`src/rtl/fsm_key_pkg.sv`:
```
// rtl/fsm_key_pkg.sv - shared types and helpers for the key sequencer
//
// Purpose: state encoding, symbol type, key symbol extraction and the width
// helper used to size key_idx, fail_cnt and the lockout timer.
package fsm_key_pkg;

  typedef enum logic [1:0] {
    ST_SEEK     = 2'd0,
    ST_UNLOCKED = 2'd1,
    ST_LOCKOUT  = 2'd2
  } state_t;

  typedef logic [1:0] sym_t;

  // Symbol idx of a key packed LSB-first, two bits per symbol (up to 8 symbols).
  // Constant-index loop keeps the select width-clean for any idx.
  function automatic sym_t key_sym(input logic [15:0] key, input int idx);
    sym_t s;
    s = '0;
    for (int i = 0; i < 8; i++) begin
      if (i == idx) s = key[2*i +: 2];
    end
    return s;
  endfunction

  // Bits needed to count 0..n-1, never less than one.
  function automatic int idx_w(input int n);
    return (n <= 2) ? 1 : $clog2(n);
  endfunction

endpackage

```
`src/rtl/fsm_key_timer.sv`:
```
// rtl/fsm_key_timer.sv - loadable down-counter with zero flag
//
// Purpose: times the lockout interval.
// Ports:
//   clk, rst_n  clock, asynchronous active-low reset
//   load        load load_val this cycle (wins over dec)
//   load_val    value to load
//   dec         decrement by one; holds at zero
//   zero        count is zero
module fsm_key_timer #(
  parameter int W = 4
) (
  input  logic         clk,
  input  logic         rst_n,
  input  logic         load,
  input  logic [W-1:0] load_val,
  input  logic         dec,
  output logic         zero
);

  logic [W-1:0] count;

  always_ff @(posedge clk or negedge rst_n) begin
    if (!rst_n) begin
      count <= '0;
    end else if (load) begin
      count <= load_val;
    end else if (dec && (count != '0)) begin
      count <= count - 1'b1;
    end
  end

  assign zero = (count == '0);

endmodule

```
`src/rtl/fsm_key_sequencer.sv`:
```
// rtl/fsm_key_sequencer.sv - unlock-key gate for the guarded 2-input FSM
//
// Purpose: watches {in1,in0} for a KEY_LEN-symbol key; on a match clears the
// guarded FSM and passes in_valid through as its step enable; repeated broken
// attempts force a LOCK_CYCLES lockout.
// Ports:
//   clk, rst_n   clock, asynchronous active-low reset
//   in_valid     in0/in1 carry a symbol
//   in0, in1     symbol bits 0 and 1
//   relock       return to the locked (SEEK) state
//   fsm_en       step enable to the guarded FSM (combinational)
//   fsm_clr      one-cycle clear of the guarded FSM state
//   unlocked     state is UNLOCKED (registered)
//   lockout      state is LOCKOUT (registered)
//   key_idx      next expected key symbol index
//   fail_cnt     broken-sequence count
module fsm_key_sequencer
  import fsm_key_pkg::*;
#(
  parameter int                   KEY_LEN     = 4,
  parameter logic [2*KEY_LEN-1:0] KEY         = 8'b00_11_01_10,
  parameter int                   MAX_FAIL    = 3,
  parameter int                   LOCK_CYCLES = 16
) (
  input  logic                           clk,
  input  logic                           rst_n,
  input  logic                           in_valid,
  input  logic                           in0,
  input  logic                           in1,
  input  logic                           relock,
  output logic                           fsm_en,
  output logic                           fsm_clr,
  output logic                           unlocked,
  output logic                           lockout,
  output logic [idx_w(KEY_LEN)-1:0]      key_idx,
  output logic [idx_w(MAX_FAIL+1)-1:0]   fail_cnt
);

  localparam int          KIW   = idx_w(KEY_LEN);
  localparam int          FCW   = idx_w(MAX_FAIL + 1);
  localparam int          TW    = idx_w(LOCK_CYCLES);
  localparam logic [15:0] KEY16 = 16'(KEY);

  state_t         state, state_nxt;
  logic [KIW-1:0] idx_nxt;
  logic [FCW-1:0] fail_nxt;
  logic           tmr_load, tmr_zero;
  sym_t           sym, exp_sym, first_sym;
  logic           last_idx, fail_hit;

  assign sym       = {in1, in0};
  assign exp_sym   = key_sym(KEY16, int'(key_idx));
  assign first_sym = key_sym(KEY16, 0);
  assign last_idx  = (int'(key_idx) == KEY_LEN - 1);
  assign fail_hit  = (int'(fail_cnt) + 1 >= MAX_FAIL);

  fsm_key_timer #(.W(TW)) u_timer (
    .clk      (clk),
    .rst_n    (rst_n),
    .load     (tmr_load),
    .load_val (TW'(LOCK_CYCLES - 1)),
    .dec      (state == ST_LOCKOUT),
    .zero     (tmr_zero)
  );

  always_comb begin
    state_nxt = state;
    idx_nxt   = key_idx;
    fail_nxt  = fail_cnt;
    tmr_load  = 1'b0;
    fsm_en    = 1'b0;
    case (state)
      ST_SEEK: begin
        if (relock) begin
          idx_nxt = '0;
        end else if (in_valid) begin
          if (sym == exp_sym) begin
            if (last_idx) begin
              state_nxt = ST_UNLOCKED;
              idx_nxt   = '0;
              fail_nxt  = '0;
            end else begin
              idx_nxt = key_idx + 1'b1;
            end
          end else if (key_idx != '0) begin
            if (fail_hit) begin
              // Timer starts at LOCK_CYCLES-1 so LOCKOUT lasts LOCK_CYCLES cycles
              state_nxt = ST_LOCKOUT;
              idx_nxt   = '0;
              fail_nxt  = FCW'(MAX_FAIL);
              tmr_load  = 1'b1;
            end else begin
              fail_nxt = fail_cnt + 1'b1;
              // The breaking symbol may itself open a new attempt
              idx_nxt  = (sym == first_sym) ? KIW'(1) : '0;
            end
          end
        end
      end
      ST_UNLOCKED: begin
        fsm_en = in_valid;
        if (relock) begin
          state_nxt = ST_SEEK;
          idx_nxt   = '0;
        end
      end
      ST_LOCKOUT: begin
        if (tmr_zero) begin
          state_nxt = ST_SEEK;
          fail_nxt  = '0;
        end
      end
      default: begin
        state_nxt = ST_SEEK;
        idx_nxt   = '0;
        fail_nxt  = '0;
      end
    endcase
  end

  // Status flags decode the next state so they line up with the state itself
  always_ff @(posedge clk or negedge rst_n) begin
    if (!rst_n) begin
      state    <= ST_SEEK;
      key_idx  <= '0;
      fail_cnt <= '0;
      fsm_clr  <= 1'b0;
      unlocked <= 1'b0;
      lockout  <= 1'b0;
    end else begin
      state    <= state_nxt;
      key_idx  <= idx_nxt;
      fail_cnt <= fail_nxt;
      fsm_clr  <= (state == ST_SEEK) && (state_nxt == ST_UNLOCKED);
      unlocked <= (state_nxt == ST_UNLOCKED);
      lockout  <= (state_nxt == ST_LOCKOUT);
    end
  end

endmodule

```
`config.mk`:
```
export PLATFORM = sky130hd
export DESIGN_NAME = fsm_key_sequencer
export DESIGN_NICKNAME = d
export VERILOG_FILES = /design/src/rtl/fsm_key_pkg.sv /design/src/rtl/fsm_key_timer.sv /design/src/rtl/fsm_key_sequencer.sv
export SDC_FILE = /design/constraint.sdc
export NUM_CORES = 1
export LEC_CHECK = 0
export ABC_CLOCK_PERIOD_IN_PS = 1800
export BUFFER_PORTS_ARGS = -buffer_cell sky130_fd_sc_hd__buf_2
export CAP_MARGIN = 20
export CELL_PAD_IN_SITES_DETAIL_PLACEMENT = 0
export CELL_PAD_IN_SITES_GLOBAL_PLACEMENT = 1
export CORE_MARGIN = 2
export CORE_UTILIZATION = 39
export CTS_BUF_LIST = sky130_fd_sc_hd__clkbuf_8
export CTS_CLUSTER_SIZE = 25
export DETAILED_ROUTE_END_ITERATION = 10
export PLACE_DENSITY_LB_ADDON = 0.1
export SYNTH_ARGS = -nofsm -noshare
export SYNTH_HDL_FRONTEND = slang
export SYNTH_SLANG_ARGS = --single-unit
```
`constraint.sdc`:
```
create_clock -name clk -period 1.8 [get_ports clk]
set_input_delay 0.36 -clock clk [delete_from_list [all_inputs] [get_ports clk]]
set_output_delay 0.36 -clock clk [all_outputs]
set_load 0.05 [all_outputs]
```
## Word level (Yosys, flattened, before mapping)

Cells that the tools add are included.
Widths: inputs -> output; s select.

- Output and inout bits: 8
- Word-level logic and storage cells: 81
- Input bits: 6
- Bits in registers: 13

- Order comparisons: 1
- Reduce and logical (&&, ||, !) cells: 10
- Bitwise gates (word level): 2
- Add/subtract/negate cells: 4
- Multiplexer cells: 39
- Eq/ne operators: 18

Operators by type and width:

| cell | number |
|---|---|
| $mux 2 | 25 |
| $pmux 2 s3 | 3 |
| $mux 1 | 9 |
| $ne 3x3->1 const B | 3 |
| $mux 4 | 2 |
| $ne 2x2->1 const B | 4 |
| $eq 2x1->1 const B | 3 |
| $eq 2x2->1 const B | 3 |
| $reduce_and 6->1 | 1 |
| $add 2x1->2 const B | 2 |
| $eq 2x2->1 const A | 2 |
| $logic_not 2->1 | 2 |
| $logic_not 4->1 | 1 |
| $ne 4x4->1 const B | 1 |
| $reduce_and 4->1 | 1 |
| $reduce_bool 2->1 | 2 |
| $reduce_bool 4->1 | 1 |
| $sub 4x1->4 const B | 1 |
| $add 2x1->3 const B | 1 |
| $ge 3x2->1 const B | 1 |
| $eq 1x2->1 const A | 1 |
| $eq 2x2->1 | 1 |
| $logic_and 1x1->1 | 2 |
| $not 1->1 | 2 |

## Logic depth before layout (Yosys ltp)

Gate-level depths: netlist (run 1).

- Word-level depth: 12
- Gate-level depth with buffers: 7
- Gate-level depth less buffers: 7

## By module

Synthesis (run 1) repeated with hierarchy kept, for this count alone.

- Cells, all modules: 84
- Area, all modules: 864.6 um2

Modules (own cells, without submodules):

| module | cells each | times used | seq. area each (um2) | area each (um2) |
|---|---|---|---|---|
| fsm_key_sequencer | 57 | 1 | 225.2 | 594.3 |
| fsm_key_timer | 27 | 1 | 100.1 | 270.3 |

## Worst setup path before layout (run 1)

Ideal clock, no wire load.

- Path kind: register -> register
- From: reg key_idx[0]
- To: reg fail_cnt[0]
- Library setup time: 0.080 ns
- Cell stages (with the launch flop): 8
- Period minus slack after synthesis: 2.211 ns
- Required time: 1.720 ns
- Path slack: -0.411 ns
- Arrival: 2.131 ns
- Buffers on the path: 0
- Cell sequence: dfrtp_1 -> inv_1 -> ha_1 -> xor2_1 -> or3_1 -> o221ai_2 -> or3_1 -> o211ai_2

- Cells in the longest elaborated chain, start to end: 10
- Elaborated cells on any way between the ends: 18
- Those cells by class: eq/ne (7); mux (8); reduce/logical (3)

Ends and longest elaborated chain:

| what | RTL line | text |
|---|---|---|
| from (decl) | fsm_key_sequencer.sv:35 | `output logic [idx_w(KEY_LEN)-1:0] key_idx,` |
| from (signal assigned) | fsm_key_sequencer.sv:132 | `key_idx <= idx_nxt;` |
| $logic_not 2->1 | fsm_key_pkg.sv:21 | `if (i == idx) s = key[2*i +: 2];` |
| $mux 2 (4 in a row) | fsm_key_pkg.sv:21 |  |
| $eq 2x2->1 | fsm_key_sequencer.sv:77 | `if (sym == exp_sym) begin` |
| $mux 2 | fsm_key_sequencer.sv:77 |  |
| $mux 2 | fsm_key_sequencer.sv:76 | `end else if (in_valid) begin` |
| $mux 2 | fsm_key_sequencer.sv:74 | `if (relock) begin` |
| $pmux 2 s3 | fsm_key_sequencer.sv:72 | `case (state)` |
| to (signal assigned) | fsm_key_sequencer.sv:133 | `fail_cnt <= fail_nxt;` |
| to (decl) | fsm_key_sequencer.sv:36 | `output logic [idx_w(MAX_FAIL+1)-1:0] fail_cnt` |

Several ways; a longest one is shown, not always the timed one. The select of a mux whose other input is x is not followed.
A chain may end at the register's enable or synchronous reset.

## Final worst setup path (run 1)

- From: reg key_idx[1]
- To: reg fail_cnt[0]

The elaborated chain is that of the path after synthesis.

==> results of run 1 <==
-- registers in the layout (all words and copies together), names as in the netlist --
| register | flops |
|---|---|
| key_idx | 2 |
| u_timer.count | 4 |
| fail_cnt | 2 |
| unlocked | 1 |
| lockout | 1 |
| state | 2 |
| fsm_clr | 1 |
-- through the flow --
step                      setup WS, ns  util [%]  cells  TNS [ns]
after CTS                       0.0273      52.8    134         0
final                           0.0149      55.5    135         0
after detailed placement        0.0384      49.7    129         0
after floorplan                -0.0688         -     83    -0.133
after global placement          0.0517      49.7    129         0
after global routing           -0.0599      55.5    135    -0.155
-- cells by family after synthesis --
group | share of synthesized area (%)
buffers and inverters | 4.63
adders and majority gates | 6.38
DFF | 41.5
AOI/OAI and AO/OA | 17.1
xor gates and xnor gates | 8.93
muxes | 2.55
and+or+nand+nor | 19.0
-- power groups by stage --
stage | combinational (mW) | sequential [mW] | clock (mW)
global route | 1.02 | 0.514 | 0.272
global placement | 0.832 | 0.498 | 0
detailed placement | 0.837 | 0.500 | 0
floorplan | 0.510 | 0.583 | 0
finish | 0.920 | 0.499 | 0.253
CTS | 0.850 | 0.498 | 0.260
-- cells in the mapped netlist (all sizes together) (3+ instances only) --
cell	count	area, um^2
nand2b	3	18.8
ha	4	50.1
nand2	11	41.3
dfrtp	13	325
or3	4	25.0
o211ai	4	35.0
nor2	8	30.0
inv	7	26.3
xnor2	6	52.6
-- metal layers --
layer / wire length (um) / track usage, % / share of wire (%) / vias up
li1: - / - / - / 339
met1: 787 / 22.0 / 47 / 316
met2: 808 / 26.3 / 48 / 15
met3: 79 / 3.37 / 4.7 / 2
met4: 13 / 5.71 / 0.77 / 0
met5: 0 / 0 / 0 / -
-- path summary, 6_finish.rpt --
path,from,to,slack (ns)
worst min-delay path,relock,state[0],0.38
worst max-delay path,key_idx[1],fail_cnt[0],0.01
min in group asynchronous,rst_n,fail_cnt[0],0.53
worst min register to register,fail_cnt[0],fail_cnt[0],0.55
max in group asynchronous,rst_n,key_idx[1],1.02
worst max register to register,key_idx[1],fail_cnt[0],0.01
-- layout make-up --
cell class                      instances  area (um^2)
Timing Repair Buffer                   23          143
Multi-Input combinational cell         61          492
Clock inverter                          1         3.75
Sequential cell                        13          328
Inverter                                7         26.3
Fill cell                             182          855
Clock buffer                            3         41.3
Tap cell                               27         33.8
-- worst max-delay path: stages, from the launching register on --
cell	delay [ns]
dfrtp_2	0.43
inv_2	0.08
ha_4	0.22
xor2_4	0.19
or3_1	0.32
o221ai_2	0.20
or3_1	0.15
o211ai_2	0.06
-- what timing repair did --
item,CTS,global route
hold buffers,1,0
endpoints found under the hold margin,4,0
pin swaps,0,5
gates resized for setup,1,8
setup endpoints to repair,1,11
buffers inserted,0,1
==> qor.yml, run 1 <==
syn_nets: 93
cts_made_buffers: 3
crit_required_ns: 1.93
globalplace.congestion: 0.769
finalInstanceArea_mm2: 0.00107
avgSynthCellArea_um2: 9.45
async_flop_share_pct: 100
detail_route.wl_per_cell_um: 12.5
tightest_slew_ns: 0.364
fmax_mhz: 560
cts_tree: "done"
syn_inst: 83
worstSetupStartpointType: "flop"
slew_violations: 0
crit_type: "flop to flop"
grt_util_all_layers_pct: 16.4
ir_worst_vdd_mv: 0.792
post-route-min-period_ns: 1.79
initialDrtViolationCount: 5
netlist_area_um2: 785
start_util_pct: 40.8
die-area_mm2: 0.00239
grt_overflow_total: 0
diodes: 0
ys_ff_latch: 13
ant_nets: 0
via_count: 672
final_cell_mix: "13 x buf_2, 11 x nand2_1, 11 x dfrtp_1"
dr.pass1.iters: 4
synth-edff-count: 0
post_dp_cell_area_um2: 956
hold_slack_ns: 0.382
hold_violations: 0
num_io_pins: 14
power.density_mw_per_mm2: 1570
core_area_mm2: 0.00192
ys_types: 26
power.leakage_nw: 0.497
grt_pass1_vias: 676
reg2regPathDepth: 7
cp-end-kind: "flop"
setup_violations: 0
grt_max_degree: 14
dpl.hpwl_um: 1290
drv_cap: 0
clkPwrFrac_pct: 15.1
std_cell_rows: 16
relSlewSlack_pct: 75.7
hold_depth: 2
die_x_um: 48.9
num-nets-final: 119
p_int_mw: 0.955
cts_max_path_buffers: 2
power.switching_mw: 0.717
hold_class: "primary input to flop"
post-route-drc-count: 0
synthToLayoutAreaGrowth_pct: 36.0
rsz0062_at_grt: "yes"
synth_ff_type: "dfrtp_1"
clock_sinks: 13
port_buffers: 13
grt_pass1_wl_um: 3020
outcome: "finished, final reports clean"
ctsHtreeMaxLevel: 1
fin_crit_sh_pct: 99.2
clock_latency_ns: 0.24
drive_gt1_share_pct: 38.9
power_frac_seq_pct: 29.8
final_common_cell: "buf_2"
ys_warn_count: 0
clkSlewWorstSetupHoldPaths_ns: 0.06
yosysSeqAreaShare_pct: 41.5
finalPower_mw: 1.67
viasPerCell: 4.98
cts_root_buf: "clkbuf_8"
die_h_um: 48.9
path_max_fanout: 5
antenna_found_initial: 0
routed_wl_um: 1690
swShare_pct: 42.9
critical_path_arrival_ns: 1.91
fin_skew_ns: 0.00896
power_frac_comb_pct: 55.0
(Power assumes the default switching activity.)
==> run 2: changes to the inputs <==
--- a/config.mk
+++ b/config.mk
@@ -5,17 +5,19 @@
 export SDC_FILE = /design/constraint.sdc
 export NUM_CORES = 1
 export LEC_CHECK = 0
+export ABC_AREA = 1
 export ABC_CLOCK_PERIOD_IN_PS = 1800
 export BUFFER_PORTS_ARGS = -buffer_cell sky130_fd_sc_hd__buf_2
 export CAP_MARGIN = 20
 export CELL_PAD_IN_SITES_DETAIL_PLACEMENT = 0
 export CELL_PAD_IN_SITES_GLOBAL_PLACEMENT = 1
 export CORE_MARGIN = 2
-export CORE_UTILIZATION = 39
+export CORE_UTILIZATION = 37
 export CTS_BUF_LIST = sky130_fd_sc_hd__clkbuf_8
 export CTS_CLUSTER_SIZE = 25
 export DETAILED_ROUTE_END_ITERATION = 10
 export PLACE_DENSITY_LB_ADDON = 0.1
+export SETUP_SLACK_MARGIN = 0.05
 export SYNTH_ARGS = -nofsm -noshare
 export SYNTH_HDL_FRONTEND = slang
 export SYNTH_SLANG_ARGS = --single-unit
==> run 2 against run 1 <==
Against the previous run: the flow now finishes with violations (negative hold slack); area after synthesis grew 2.7%; die area increased by 7.6%; utilization decreased by 6.7 points; sequential cell count unchanged; non-clock buffer count down 10; final area decreased by 8.3%; first-iteration DRC count is 60% lower; fmax is 11% higher; synthesized cell count rose by 20%; critical path type is now flop to output pin; critical endpoint is now fsm_en.
==> qor.yml, run 2 <==
avgSynthCellArea_um2: 8.06  # -15%
r2r_end: "fail_cnt[0]"
final_cell_mix: "26 x nand2_1, 13 x buf_2, 12 x inv_1"
clock_sinks: 13  # unchanged
synthDominantCellAreaShare_pct: 40.4  # -1.1 points
clkPwrFrac_pct: 17.2  # +2.1 points
std_cell_rows: 16  # unchanged
diodes: 0  # unchanged
hold_slack_ns: -0.00652  # -0.389 ns
power.switching_mw: 0.642  # -10%
globalplace.congestion: 0.812  # +5.6%
port_buffers: 13  # unchanged
async_flop_share_pct: 100  # unchanged
final_common_cell: "nand2_1"
hold_violations: 13  # +13
finalSetupTns_ns: 0  # unchanged
synth_ff_type: "dfrtp_1"
viasPerCell: 4.53  # -9.0%
ys_ff_latch: 13  # unchanged
power_frac_seq_pct: 29.7  # about the same
synthMostInstantiatedCell: "nand2_1"
power_frac_comb_pct: 53.1  # -1.9 points
post_dp_cell_area_um2: 920  # -3.8%
crit_path_end: "fsm_en"
slew_violations: 0  # unchanged
start_util_pct: 40.3  # -0.57 points
post-route-drc-count: 0  # unchanged
clock_latency_ns: 0.24  # about the same
grt_util_all_layers_pct: 14.2  # -2.2 points
ys_types: 24  # -7.7%
swShare_pct: 44.8  # +1.9 points
synth-edff-count: 0  # unchanged
grt_max_degree: 14  # unchanged
outcome: "finished, violations left"
grt_pass1_wl_um: 2740  # -9.4%
tightest_slew_ns: 0.346  # -0.0178 ns
dr.pass1.iters: 4  # unchanged
setup_violations: 0  # unchanged
crit_type: "flop to output pin"
fin_crit_sh_pct: 89.6  # -9.6 points
post_cts_buffers: 0  # unchanged
fin_skew_ns: 0.00124  # -0.00772 ns
die_h_um: 50.7  # +3.7%
grt_overflow_total: 0  # unchanged
syn_nets: 110  # +18%
cts_made_buffers: 3  # unchanged
die-area_mm2: 0.00257  # +7.6%
ant_nets: 0  # unchanged
startpoint: "state[0]"
detail_route.wl_per_cell_um: 10.2  # -18%
cp-end-kind: "output pin"
hold_class: "primary input to asynchronous set/reset pin"
crit_required_ns: 1.44  # -0.49 ns
num-nets-final: 128  # +7.6%
violations: "negative hold slack"
ys_warn_count: 0  # unchanged
core_area_mm2: 0.00200  # +4.2%
antenna_found_initial: 0  # unchanged
via_count: 652  # -3.0%
fmax_mhz: 620  # +11%
power.leakage_nw: 0.554  # +11%
synth_common_cells: "27 x nand2_1, 13 x dfrtp_1, 12 x inv_1"
die_x_um: 50.7  # +3.7%
finalInstanceArea_um2: 978  # -8.3%
netlist_area_um2: 806  # +2.7%
relSlewSlack_pct: 76.7  # +0.97 points
clkSlewWorstSetupHoldPaths_ns: 0.05  # about the same
rsz0062_at_grt: "no"
r2r_setup_slack_ns: 0.24  # +0.23 ns
grt_pass1_vias: 659  # -2.5%
synthToLayoutAreaGrowth_pct: 21.4
setup_slack_ns: 0.188  # +0.173 ns
post-route-min-period_ns: 1.61  # -0.173 ns
drv_cap: 0  # unchanged
p_int_mw: 0.791  # -17%
reg2reg_from: "key_idx[0]"
yosysSeqAreaShare_pct: 40.4  # -1.1 points
routed_wl_um: 1480  # -13%
ir_worst_vdd_mv: 0.723  # -8.7%
path_max_fanout: 3  # -2
cts_max_path_buffers: 2  # unchanged
finalPower_mw: 1.43  # -14%
synth_area_leaders: "dfrtp_1 40%, nand2_1 13%, ha_1 6.2%"
critical_path_arrival_ns: 1.25  # -0.66 ns
power.density_mw_per_mm2: 1470  # -6.5%
worstSetupStartpointType: "flop"
num_io_pins: 14  # unchanged
cts_root_buf: "clkbuf_8"
drive_gt1_share_pct: 31.6  # -7.3 points
ctsHtreeMaxLevel: 1  # unchanged
preCtsSetupSlack_ns: 0.127  # +0.0886 ns
yosys.area.top_type: "dfrtp_1"
dpl.hpwl_um: 1220  # -5.3%
syn_inst: 100  # +20%
cts_tree: "done"
largest_register_ffs: 4  # unchanged
top_register: "u_timer.count"
reg2regPathDepth: 10  # +3
initialDrtViolationCount: 2  # -3
-- run 2: changes by cell type in the layout (fill, tap and decap cells not counted), moves of 3 or more --
cell	previous run	this run
xnor2_1	5	1
inv_1	6	12
nand3_1	2	7
inv_2	2	5
nand2_2	0	5
nand2_1	11	26
nand2b_1	3	0
buf_4	9	0
or3_1	4	0
o21ai_1	0	3
-- run 2: worst max-delay path, cell delays in order (launching register included) --
cell     delay, ns
dfrtp_1       0.40
inv_2         0.07
nor2_1        0.12
inv_1         0.07
nor2_1        0.08
buf_2         0.27
-- run 2: stage by stage --
| stage | utilization (%) | cells |
|---|---|---|
| after global routing | 48.9 | 144 |
| after floorplan | - | 100 |
| after global placement | 45.9 | 140 |
| after detailed placement | 45.9 | 140 |
| final | 48.9 | 144 |
| after CTS | 48.2 | 144 |
-- run 2: final cells by class --
class	count	area, um^2
flip-flops and latches	13	328
fillers	212	1020
clock inverters	1	3.75
repair buffers	13	65.1
multi-input cells	71	447
inverters	16	60.1
well taps	27	33.8
clock buffers	3	41.3
-- run 2: worst min-delay path by stage --
stage | end | depth (start not counted) | slack [ns] | from
2_1_floorplan | fail_cnt[0] | 0 | 0.06 | rst_n
3_3_place_gp | fsm_clr | 1 | 0.26 | rst_n
3_5_place_dp | fsm_clr | 1 | 0.26 | rst_n
4_1_cts | fsm_clr | 1 | 0.001 | rst_n
5_1_grt | unlocked | 1 | 0.02 | rst_n
6_report | fsm_clr | 1 | -0.007 | rst_n
-- run 2: power groups by stage --
stage	Sequential, mW	Clock (mW)	Combinational [mW]
global route	0.438	0.266	0.854
floorplan	0.555	0	0.465
global placement	0.427	0	0.734
finish	0.426	0.247	0.761
CTS	0.426	0.257	0.735
detailed placement	0.431	0	0.732
-- run 2: kinds of logic after synthesis --
kind of cell    share of synthesized area, %
flops                                   40.4
fa+ha+maj                               6.21
compound gates                          5.74
buf+inv                                 7.45
simple gates                            36.0
xor+xnor                                4.19
-- run 2: what timing repair did --
item,in CTS,in global routing
endpoints found under the setup margin,0,4
resized for setup,0,3
endpoints found under the hold margin,0,0
hold buffers,0,0
-- run 2: layer usage --
metal	routed length (um)	part of all wire [%]	track usage, %
met1	762	52	19.2
met4	21	1.4	5.41
met2	621	42	21.7
met5	0	0	0
met3	69	4.7	3.87
